<file path="src/rtl/set_query_master_if.sv">
// Bundle of request, engine and result signals between the SET host master and its neighbours.
// The master modport is the set_query_master view; slave is the producer/engine/consumer side.
interface set_query_master_if;
  logic        req_valid;
  logic        req_ready;
  logic [23:0] req_central;
  logic [11:0] req_radius;
  logic [1:0]  req_mode;

  logic        set_en;
  logic [23:0] set_central;
  logic [11:0] set_radius;
  logic [1:0]  set_mode;
  logic        set_busy;
  logic        set_valid;
  logic [7:0]  set_candidate;

  logic        res_valid;
  logic        res_ready;
  logic [7:0]  res_candidate;
  logic [1:0]  res_tag;
  logic        res_err;

  modport master (
    input  req_valid, req_central, req_radius, req_mode,
    input  set_busy, set_valid, set_candidate,
    input  res_ready,
    output req_ready,
    output set_en, set_central, set_radius, set_mode,
    output res_valid, res_candidate, res_tag, res_err
  );

  modport slave (
    output req_valid, req_central, req_radius, req_mode,
    output set_busy, set_valid, set_candidate,
    output res_ready,
    input  req_ready,
    input  set_en, set_central, set_radius, set_mode,
    input  res_valid, res_candidate, res_tag, res_err
  );
endinterface

</file>
<file path="src/rtl/set_query_master.sv">
// Host-side initiator for the SET lattice-counting engine: queues queries, issues them one at a
// time with stable operands, and returns tagged in-order results, converting engine hangs to errors.
module set_query_master #(
  parameter int DEPTH   = 4,
  parameter int TIMEOUT = 255
) (
  input logic               clk,
  input logic               rst,
  set_query_master_if.master bus
);

  localparam int PTR_W   = $clog2(DEPTH);
  localparam int CNT_W   = PTR_W + 1;
  localparam int WD_W    = $clog2(TIMEOUT + 1);
  localparam int ENTRY_W = 38;

  typedef enum logic [1:0] {IDLE, ISSUE, WAIT, RESULT} state_t;

  state_t               state;
  logic [ENTRY_W-1:0]   fifo_mem [DEPTH];
  logic [PTR_W-1:0]     wr_ptr;
  logic [PTR_W-1:0]     rd_ptr;
  logic [CNT_W-1:0]     count;
  logic                 push;
  logic                 pop;
  logic [ENTRY_W-1:0]   head;
  logic [1:0]           issue_tag;
  logic [WD_W-1:0]      watchdog;

  assign bus.req_ready = (count < CNT_W'(DEPTH));
  assign push          = bus.req_valid & bus.req_ready;
  assign pop           = (state == IDLE) && (count != '0);
  assign head          = fifo_mem[rd_ptr];

  // Pointers wrap naturally because DEPTH is a power of two.
  always_ff @(posedge clk) begin
    if (!rst) begin
      wr_ptr <= '0;
      rd_ptr <= '0;
      count  <= '0;
    end else begin
      if (push) wr_ptr <= wr_ptr + 1'b1;
      if (pop)  rd_ptr <= rd_ptr + 1'b1;
      case ({push, pop})
        2'b10:   count <= count + 1'b1;
        2'b01:   count <= count - 1'b1;
        default: count <= count;
      endcase
    end
  end

  always_ff @(posedge clk) begin
    if (push) fifo_mem[wr_ptr] <= {bus.req_central, bus.req_radius, bus.req_mode};
  end

  // Operands stay put from issue until the next pop, since the engine latches them a cycle after en.
  always_ff @(posedge clk) begin
    if (!rst) begin
      state             <= IDLE;
      issue_tag         <= '0;
      watchdog          <= '0;
      bus.set_en        <= 1'b0;
      bus.set_central   <= '0;
      bus.set_radius    <= '0;
      bus.set_mode      <= '0;
      bus.res_valid     <= 1'b0;
      bus.res_candidate <= '0;
      bus.res_tag       <= '0;
      bus.res_err       <= 1'b0;
    end else begin
      case (state)
        IDLE: begin
          if (pop) begin
            {bus.set_central, bus.set_radius, bus.set_mode} <= head;
            bus.set_en <= 1'b1;
            state      <= ISSUE;
          end
        end
        ISSUE: begin
          bus.set_en <= 1'b0;
          watchdog   <= '0;
          state      <= WAIT;
        end
        WAIT: begin
          if (bus.set_valid) begin
            bus.res_candidate <= bus.set_candidate;
            bus.res_err       <= 1'b0;
            bus.res_tag       <= issue_tag;
            bus.res_valid     <= 1'b1;
            issue_tag         <= issue_tag + 1'b1;
            state             <= RESULT;
          end else if (watchdog == WD_W'(TIMEOUT - 1)) begin
            bus.res_candidate <= '0;
            bus.res_err       <= 1'b1;
            bus.res_tag       <= issue_tag;
            bus.res_valid     <= 1'b1;
            issue_tag         <= issue_tag + 1'b1;
            state             <= RESULT;
          end else begin
            watchdog <= watchdog + 1'b1;
          end
        end
        RESULT: begin
          if (bus.res_ready) begin
            bus.res_valid <= 1'b0;
            state         <= IDLE;
          end
        end
        default: state <= IDLE;
      endcase
    end
  end

endmodule

</file>
<file path="src/flat_wrapper.sv">
// flat-port wrapper written by rule: the top's interface ports become plain ports
module set_query_master_flat 
#(
  parameter int DEPTH   = 4,
  parameter int TIMEOUT = 255
)
  (clk, rst, bus_req_valid, bus_req_central, bus_req_radius, bus_req_mode, bus_set_busy, bus_set_valid, bus_set_candidate, bus_res_ready, bus_req_ready, bus_set_en, bus_set_central, bus_set_radius, bus_set_mode, bus_res_valid, bus_res_candidate, bus_res_tag, bus_res_err);
  set_query_master_if bus_i ();
  input logic clk;
  input logic rst;
  input wire logic [$bits(bus_i.req_valid)-1:0] bus_req_valid;
  input wire logic [$bits(bus_i.req_central)-1:0] bus_req_central;
  input wire logic [$bits(bus_i.req_radius)-1:0] bus_req_radius;
  input wire logic [$bits(bus_i.req_mode)-1:0] bus_req_mode;
  input wire logic [$bits(bus_i.set_busy)-1:0] bus_set_busy;
  input wire logic [$bits(bus_i.set_valid)-1:0] bus_set_valid;
  input wire logic [$bits(bus_i.set_candidate)-1:0] bus_set_candidate;
  input wire logic [$bits(bus_i.res_ready)-1:0] bus_res_ready;
  output wire logic [$bits(bus_i.req_ready)-1:0] bus_req_ready;
  output wire logic [$bits(bus_i.set_en)-1:0] bus_set_en;
  output wire logic [$bits(bus_i.set_central)-1:0] bus_set_central;
  output wire logic [$bits(bus_i.set_radius)-1:0] bus_set_radius;
  output wire logic [$bits(bus_i.set_mode)-1:0] bus_set_mode;
  output wire logic [$bits(bus_i.res_valid)-1:0] bus_res_valid;
  output wire logic [$bits(bus_i.res_candidate)-1:0] bus_res_candidate;
  output wire logic [$bits(bus_i.res_tag)-1:0] bus_res_tag;
  output wire logic [$bits(bus_i.res_err)-1:0] bus_res_err;
  assign bus_i.req_valid = bus_req_valid;
  assign bus_i.req_central = bus_req_central;
  assign bus_i.req_radius = bus_req_radius;
  assign bus_i.req_mode = bus_req_mode;
  assign bus_i.set_busy = bus_set_busy;
  assign bus_i.set_valid = bus_set_valid;
  assign bus_i.set_candidate = bus_set_candidate;
  assign bus_i.res_ready = bus_res_ready;
  assign bus_req_ready = bus_i.req_ready;
  assign bus_set_en = bus_i.set_en;
  assign bus_set_central = bus_i.set_central;
  assign bus_set_radius = bus_i.set_radius;
  assign bus_set_mode = bus_i.set_mode;
  assign bus_res_valid = bus_i.res_valid;
  assign bus_res_candidate = bus_i.res_candidate;
  assign bus_res_tag = bus_i.res_tag;
  assign bus_res_err = bus_i.res_err;
  set_query_master #(.DEPTH(DEPTH), .TIMEOUT(TIMEOUT)) u_core (.clk(clk), .rst(rst), .bus(bus_i));
endmodule
</file>
<file path="config.mk">
export PLATFORM = sky130hd
export DESIGN_NAME = set_query_master_flat
export DESIGN_NICKNAME = d
export VERILOG_FILES = /design/src/rtl/set_query_master_if.sv /design/src/rtl/set_query_master.sv /design/src/flat_wrapper.sv
export SDC_FILE = /design/constraint.sdc
export NUM_CORES = 1
export LEC_CHECK = 0
export BUFFER_PORTS_ARGS = -buffer_cell sky130_fd_sc_hd__buf_2
export CAP_MARGIN = 0
export CORE_MARGIN = 2
export CORE_UTILIZATION = 57
export DETAILED_ROUTE_END_ITERATION = 12
export PLACE_DENSITY_LB_ADDON = 0.15
export SYNTH_ARGS = -nofsm -noshare
export SYNTH_HDL_FRONTEND = slang
export SYNTH_SLANG_ARGS = --single-unit
</file>
<file path="constraint.sdc">
create_clock -name clk -period 3 [get_ports clk]
set_input_delay 0.3 -clock clk [delete_from_list [all_inputs] [get_ports clk]]
set_output_delay 0.3 -clock clk [all_outputs]
set_load 0.02 [all_outputs]
</file>
Word level (Yosys, flattened, before mapping):

Memories as Yosys holds them, arrays and structs flattened. A register that Yosys moved wholly into a read port is not among the register bits.
Index checks and enable logic that the tools add are counted.

* $add $sub $neg: 6
* eq/ne operators: 11
* mux-type cells: 24
* bitwise logic cells: 1
* reduce and logical (&&, ||, !) cells: 15
* shifts and indexed selects: 0
* magnitude comparators: 1
* div/mod/pow operators: 0
* multipliers: 0

Operators with widths (count)
* $mux 8: 4
* $mux 2: 8
* $pmux 8 s2: 1
* $reduce_bool 2->1: 5
* $reduce_and 3->1: 3
* $add 8x1->8 const B: 1
* $eq 8x8->1 const B: 1
* $pmux 2 s4: 1
* $mux 1: 7
* $add 2x1->2 const B: 3
* $eq 2x2->1 const B: 3
* $ne 2x2->1 const B: 3
* $pmux 3 s2: 1
* $reduce_and 2->1: 3
* $eq 2x1->1 const B: 2
* $pmux 1 s2: 2
* $add 3x1->3 const B: 1
* $lt 3x3->1 const B: 1
* $ne 3x2->1 const B: 1
* $reduce_bool 3->1: 1
* $sub 3x1->3 const B: 1
* $logic_not 2->1: 1
* $ne 2x1->1 const B: 1
* $and 1x1->1: 1
* 2 further kinds: 2

* memories: 1
* bits in read-only memories: 0
* output and inout port bits: 52
* bits in registers: 32
* input bits: 52
* bits in writable memories: 152
* latch bits: 0

Memories
* u_core.fifo_mem: words 4, bits a word 38, read ports 1, clocked after Yosys merged registers in 1, wr ports 1, line set_query_master.sv:20 `logic [ENTRY_W-1:0] fifo_mem [DEPTH];`

Depth between registers and ports, before layout:

Gate-level depths: netlist of run 1.

* word-level depth: 4
* mapped depth: 11

Worst setup path before layout of run 1:

OpenSTA, ideal clock, no wires.

* path type: flip-flop to flip-flop
* from: register u_core.state[0]
* to: register u_core.count[2]
* stages on the path, launching flop included: 12
* library setup time: 0.070 ns
* arrival: 2.243 ns
* path buffers: 1
* data required time: 2.930 ns
* path slack: 0.687 ns
* cell sequence: dfxtp_1 -> inv_1 -> ha_1 -> o31ai_1 -> inv_1 -> clkbuf_1 -> ha_1 -> inv_1 -> fa_1 -> xor2_1 -> or3_1 -> a21oi_1

* cells in the longest elaborated chain, start to end: 4
* elaborated cells between the ends (all ways): 6

RTL lines
* from (decl): line set_query_master.sv:19 `state_t state;`
* from (signal assigned): line set_query_master.sv:59 `state <= IDLE;`
* from (signal assigned): line set_query_master.sv:76 `state <= ISSUE;`
* from (signal assigned): line set_query_master.sv:82 `state <= WAIT;`
* $logic_not 2->1 *: line set_query_master.sv:32 `assign pop = (state == IDLE) && (count != '0);`
* $logic_and 1x1->1 *: line set_query_master.sv:32
* named net u_core.pop: line set_query_master.sv:25 `logic pop;`
* $eq 2x1->1 or $eq 2x2->1 (tied branches): line set_query_master.sv:44 `case ({push, pop})`
* $pmux 3 s2 or $reduce_bool 2->1 (tied branches)
* to (signal assigned): line set_query_master.sv:45 `2'b10: count <= count + 1'b1;`
* to (signal assigned): line set_query_master.sv:46 `2'b01: count <= count - 1'b1;`
* to (signal assigned): line set_query_master.sv:47 `default: count <= count;`
* to (decl): line set_query_master.sv:23 `logic [CNT_W-1:0] count;`

Mark *: on every way through the listed nets, which the timed path passes. The rest lies on a longest branch.
A chain may end at the register's enable or synchronous reset.

Worst setup path in the final report of run 1:

* from: register u_core.state[0]
* to: register u_core.count[2]

* cells in the longest elaborated chain, start to end: 4
* elaborated cells between the ends (all ways): 6

RTL lines (line)
* $logic_not 2->1 *: set_query_master.sv:32
* $logic_and 1x1->1 *: set_query_master.sv:32
* $eq 2x1->1 or $eq 2x2->1 (tied branches): set_query_master.sv:44
* $pmux 3 s2 or $reduce_bool 2->1 (tied branches)

Mark *: on every way between the ends. The rest lies on a longest branch, timed or not.

==> flow_summary_export.csv, run 1 <==
group,metric,value,unit
cts,cts-buffers-inserted,22,
floorplan,die_x,125.1,µm
cells_and_area,layout.nets,711,
detailed_routing,antenna_left,0,
floorplan,dieArea,15640,µm²
detailed_routing,num_vias,4793,
synth,syn-mean-instance-area,15.41,µm²
cts,clk_pin_slew,0.06,ns
placement,place_area,9084,µm²
worst_setup_path,crit_path_start_kind,"flip-flop",
cells_and_area,area_growth,17.21,%
timing,maxSlewHeadroom,0.4392,
power_and_ir_drop,vdd_drop_max,0.6406,mV
global_route,grt_usage,0.2084,
placement,dp_slack,0.8624,ns
flow_run,maxCapViolations,0,
synth,synth_top_family_by_area,"multiplexers",
cts,htreeDepth,1,
global_route,grt_antenna_before_repair,0,
synth,synth_seq_area_share,0.7141,
synth,yosys.area_share.simple,0.06784,
detailed_routing,viasPerCell,5.665,
synth,synthXorXnorAreaFrac,0.005242,
worst_setup_path,cp-end-kind,"flip-flop",
hold_path,holdCritStartpoint,"bus_req_central[12]",
floorplan,start_util,0.5792,
timing,max_clock_freq,457.1,MHz
floorplan,fp.dieH,125.1,µm
cts,cts_num_sinks,222,
placement,routabilityCongestion,0.7809,
synth,synth_cells,542,
global_route,grt_pass1_vias,4875,
synth,synthMuxAreaShare,0.1048,
timing,setup_tns,0,ns
synth,synth_fa_ha_area_frac,0.02037,
cts,cts-resized-gates,0,
detailed_routing,first_pass_iters,4,
cts,cts_tree,"yes",
power_and_ir_drop,power_density,930.9,nW/µm²
worst_setup_path,r2r_start,"u_core.state[0]",
power_and_ir_drop,leakage,0.003518,µW
timing,setup_viol,0,
cts,root_buffer,"clkbuf_16",
cts,cts_setup_buffers,0,
detailed_routing,drt_wl_total,16080,µm
floorplan,placementRows,44,
timing,tightest_slew,0.8412,ns
timing,slew_viol_final,0,
global_route,grt_pass1_wl,25630,µm
cells_and_area,drive_above_1_share,0.2855,
detailed_routing,drt_iter0_drc,261,
timing,hold-worst-slack,0.02293,ns
cts,clk_path_buf_depth,3,
detailed_routing,wl_per_cell,19.01,µm
worst_setup_path,setup.worst_path.start,"u_core.state[0]",
worst_setup_path,critical_path_class,"flip-flop to flip-flop",
cells_and_area,design_area,9792,µm²
timing,setup_slack,0.8125,ns
hold_path,hold_path_class,"input port to flip-flop",
cts,holdBufCountCts,0,
outcome,status,"finished, final reports clean",
worst_setup_path,critPathMaxFanout,4,
synth,ys_warn_count,0,
timing,fin_skew,0.008335,ns
floorplan,io_pins,104,
synth,ys_types,43,
worst_setup_path,cp.arrival,2.61,ns
synth,synth_compound_area_frac,0.06305,
synth,ys_seq_elements,222,
placement,dp_hpwl,9336,µm
synth,synth_area,8354,µm²
detailed_routing,drc,0,
cts,clk_latency,0.49,ns
synth,syn_nets,607,
floorplan,core,14420,µm²
cells_and_area,final_util,0.6789,
cells_and_area,antenna_cells,0,
timing,period_share,0.7292,
global_route,overflow,0,
timing,period_minus_slack,2.188,ns
timing,hold_viol_final,0,
placement,io_buffer_count,102,
timing,grt_setup_unrepaired,"false",
worst_setup_path,cp_data_required_time,3.42,ns
global_route,grt_max_degree,41,
==> power breakdown <==
group / leakage, µW / switching (µW) / internal (µW) / total, µW
sequential: 0.00197 / 314 / 3830 / 4140
combinational: 0.00121 / 1430 / 890 / 2320
clock: 0.000346 / 1050 / 1600 / 2650
==> cells by family (layout without fill, tap and decap cells) <==
kind of cell               after synthesis  count (layout)
AOI/OAI and AO/OA                       85              85
adders and majority gates               13              13
muxes                                   40              40
and+or+nand+nor                        131             131
xor gates and xnor gates                 5               5
DFF                                    222             222
buffers and inverters                   46             166
==> metrics by stage <==
stage	cells	power [µW]
2_1_floorplan	542	5739
3_3_place_gp	806	6454
3_5_place_dp	806	6553
4_1_cts	846	9218
5_1_grt	846	9583
6_report	846	9115
==> critical path, stage by stage, from the launching register on <==
cell     delay, ns
dfxtp_1       0.34
inv_1         0.13
ha_1          0.25
o31ai_4       0.10
inv_2         0.06
ha_1          0.17
inv_1         0.07
fa_1          0.38
xor2_1        0.16
or3_1         0.31
a21oi_1       0.15
==> placed cells by master (no fill, tap or decap), drive strengths merged <==
master     n
a211oi     1
a21o       3
a21oi     50
a22o       8
a311oi     3
a31oi      4
a41o       2
a41oi      1
and2       6
and3       2
and4       1
and4b      1
buf      110
bufinv     1
clkbuf    37
clkinv     2
dfxtp     70
edfxtp   152
fa         1
ha        12
inv       16
mux2i      2
mux4      38
nand2     91
nand2b     3
nand3      7
nand4      3
nor2      11
nor2b      1
nor3       1
o2111ai    1
o21ai      7
o311a      1
o31ai      3
o41ai      1
or3        1
or4        2
or4b       1
xnor2      2
xor2       3
==> final timing paths <==
check	endpoint	slack, ns	cells past startpoint
max	u_core.count[2]	0.81	10
min	u_core.fifo_mem[3][26]	0.02	1
max reg2reg	u_core.count[2]	0.81	10
min reg2reg	u_core.bus.set_radius[10]	0.45	2
==> synthesized netlist by cell type <==
master       n  share of area
clkbuf_1    19         0.0085
mux2i_1      2         0.0024
inv_1       16         0.0072
buf_4        3         0.0027
xnor2_1      2         0.0021
and4_1       1         0.0010
and2_1       6         0.0045
o2111ai_1    1         0.0010
buf_1        1        0.00045
nand2b_1     3         0.0022
dfxtp_1     70           0.17
a21oi_2      1         0.0010
nor3_1       1        0.00060
nor2_1      11         0.0049
xor2_1       3         0.0031
buf_2        5         0.0030
o41ai_1      1         0.0010
a21o_4       1         0.0018
or3_1        1        0.00075
nand3_1      7         0.0042
a21o_1       2         0.0018
and3_1       2         0.0015
o21ai_0      7         0.0042
and4b_1      1         0.0012
or4b_1       1         0.0012
ha_1        12          0.018
o311a_1      1         0.0012
a41oi_1      1         0.0010
nand2_1     91          0.041
nor2b_1      1        0.00075
o31ai_1      3         0.0027
edfxtp_1   152           0.55
mux4_2      38           0.10
or4_1        2         0.0018
a31oi_1      4         0.0030
a211oi_1     1        0.00090
buf_6        2         0.0027
a21oi_1     49          0.029
nand4_1      3         0.0022
fa_1         1         0.0024
a311oi_1     3         0.0031
a41o_1       2         0.0024
a22o_1       8         0.0084
==> layer usage <==
| metal | track usage | part of all wire |
|---|---|---|
| met4 | 0.05686 | 0.016 |
| met3 | 0.04493 | 0.071 |
| met1 | 0.2863 | 0.42 |
| met5 | 0 | 0 |
| met2 | 0.3440 | 0.49 |
==> state kept, by name (all words and copies together), names as in the netlist, 3 cells and up <==
signal	cells
u_core.fifo_mem	152
u_core.bus.set_central	24
u_core.bus.set_radius	12
u_core.bus.res_candidate	8
u_core.watchdog	8
u_core.count	3
==> final cells by class <==
class | instances | area, µm²
clock buffer | 37 | 668.1
clock inverter | 3 | 40.04
fill | 1019 | 4632
inverter | 16 | 60.06
multi-input combinational | 274 | 2202
sequential | 222 | 5971
tap | 184 | 230.2
timing repair buffer | 110 | 620.6
Power figures use the tool's default switching activity.
==> run 2: changes to the inputs <==
CORE_UTILIZATION = 52   (was 57)
clock period = 1.95 ns   (was 3 ns; I/O delays follow)
==> run 2 against run 1 <==
Net effect:
- wire length increased by 3.3%
- clock power up 60%
- sequential power up 51%
- maximum frequency rose by 14%
- utilization down 1.0 points
- global-route usage fell by 0.84 points
- cell count up 11%
- total power increased by 60%
- register-to-register slack lost 0.78 ns
- hold slack gained 0.060 ns
- sequential share of layout area fell by 4.3 points
==> flow_summary_export.csv, run 2 (synthesized netlist as in run 1, its figures left out) <==
group,metric,value,unit
cells_and_area,drive_above_1_share,0.3021,
worst_setup_path,reg2reg_depth,10,
floorplan,die_x,130.8,µm
cells_and_area,seq_area,5973,µm²
floorplan,fp.dieH,130.8,µm
global_route,grt_max_degree,41,
cells_and_area,layout.nets,774,
power_and_ir_drop,leakage,0.003823,µW
placement,routabilityCongestion,0.7768,
floorplan,io_pins,104,
cells_and_area,final_cell_mix,"edfxtp_1 (152), buf_2 (102), nand2_1 (91), dfxtp_1 (66)",
worst_setup_path,regToRegSetupSlack,0.04,ns
hold_path,worstHoldPathCells,2,
outcome,status,"finished, final reports clean",
cells_and_area,multi_input_area,2233,µm²
detailed_routing,wl_per_cell,17.65,µm
detailed_routing,drt_wl_total,16610,µm
worst_setup_path,cp.arrival,2.33,ns
global_route,grt_antenna_before_repair,0,
cells_and_area,reg.largest.list,"u_core.fifo_mem: 152 flops, u_core.bus.set_central: 24 flops, u_core.bus.set_radius: 12 flops",
power_and_ir_drop,vdd_drop_max,0.9317,mV
timing,fin_skew,0.01032,ns
timing,slew_viol_final,0,
cells_and_area,design_area,10540,µm²
timing,setup_viol,0,
cts,cts-buffers-inserted,23,
floorplan,core,15770,µm²
power_and_ir_drop,power_density,1380,nW/µm²
placement,dp_hpwl,9850,µm
timing,maxSlewHeadroom,0.6524,
timing,setup_slack,0.03560,ns
timing,max_clock_freq,522.4,MHz
worst_setup_path,critPathMaxFanout,3,
timing,period_minus_slack,1.914,ns
hold_path,holdCritStartpoint,"rst",
cts,cts_tree,"yes",
placement,io_buffer_count,102,
detailed_routing,drc,0,
cells_and_area,antenna_cells,0,
timing,tightest_slew,0.5215,ns
cts,clk_path_buf_depth,3,
floorplan,dieArea,17100,µm²
detailed_routing,antenna_left,0,
detailed_routing,viasPerCell,5.360,
worst_setup_path,reg2reg_to,"u_core.count[2]",
timing,period_share,0.9817,
worst_setup_path,cp_data_required_time,2.37,ns
worst_setup_path,crit_path_start_kind,"flip-flop",
cells_and_area,area_growth,26.18,%
timing,grt_setup_unrepaired,"true",
cts,htreeDepth,1,
global_route,grt_usage,0.2000,
global_route,grt_pass1_vias,5161,
global_route,overflow,0,
cts,cts_num_sinks,222,
cells_and_area,regMostFlops,"u_core.fifo_mem",
hold_path,hold_path_class,"input port to flip-flop",
cts,root_buffer,"clkbuf_16",
cells_and_area,largest_reg_flops,152,
timing,hold_viol_final,0,
worst_setup_path,r2r_start,"u_core.state[0]",
floorplan,start_util,0.5298,
placement,place_area,9291,µm²
detailed_routing,first_pass_iters,4,
cts,clk_pin_slew,0.06,ns
cts,clk_latency,0.49,ns
detailed_routing,num_vias,5044,
cells_and_area,fillers,1174,
placement,dp_slack,0.01855,ns
hold_path,holdPathEnd,"u_core.state[0]",
cells_and_area,layout_commonest_cell,"edfxtp_1",
flow_run,maxCapViolations,0,
worst_setup_path,critical_path_class,"flip-flop to flip-flop",
global_route,grt_pass1_wl,26080,µm
detailed_routing,drt_iter0_drc,232,
power_and_ir_drop,p_total,14540,µW
floorplan,placementRows,46,
worst_setup_path,cp-end-kind,"flip-flop",
[run 2: cell types whose count changed in the layout (fill, tap and decap cells not counted), sizes merged]
cell,delta
buf,+14
bufinv,+1
clkbuf,-10
clkinv,+6
clkinvlp,+3
dlygate4sd3,+48
inv,+1
[run 2: where the power goes]
group / total [µW] / switching [µW] / internal (µW)
clock: 4250 / 1710 / 2540
combinational: 4030 / 2390 / 1640
sequential: 6260 / 373 / 5890
total: 14500 / 4470 / 10100
[run 2: per-layer routing]
metal	global-route usage	part of all wire	vias up
met3	0.04397	0.066	26
li1	-	-	2382
met5	0	0	-
met4	0.06008	0.019	0
met2	0.3545	0.50	150
met1	0.2480	0.41	2486
[run 2: area by class of cell]
type / instances / share of cell area
clock buffers: 27 / 0.05887
clock inverters: 14 / 0.01211
inverters: 16 / 0.005697
multi-input cells: 274 / 0.2119
flip-flops and latches: 222 / 0.5666
well taps: 216 / 0.02564
repair buffers: 172 / 0.1192
[run 2: per-stage QoR]
stage               utilization  TNS [ns]  hold WS, ns  instances
floorplan                     -  -0.06755       0.2939        542
global placement         0.5892         0       0.4037        850
detailed placement       0.5892         0       0.4124        850
CTS                      0.6671         0      0.06356        939
global route             0.6684  -0.04581      0.07341        941
finish                   0.6684         0      0.08281        941
[run 2: timing repair]
item | in CTS | in global routing
hold buffers | 48 | 0
setup endpoints to repair | 0 | 2
gates resized for setup | 0 | 4
hold endpoints to repair | 162 | 0
buffers inserted | 0 | 2
[run 2: worst max-delay path, stage by stage (launching register included)]
cell	delay [ns]
dfxtp_2	0.33
inv_2	0.09
ha_4	0.15
o31ai_4	0.07
inv_2	0.09
ha_4	0.14
inv_2	0.03
fa_2	0.33
xor2_1	0.15
or3_1	0.32
a21oi_2	0.13
[run 2: worst max-delay path by stage]
stage,end,start,cells past startpoint
final,u_core.count[2],u_core.state[0],10
after floorplan,u_core.count[2],u_core.state[0],11
after global placement,u_core.count[2],u_core.state[0],10
after detailed placement,u_core.count[2],u_core.state[0],10
after CTS,u_core.count[2],u_core.state[0],10
after global routing,u_core.count[2],u_core.state[0],10
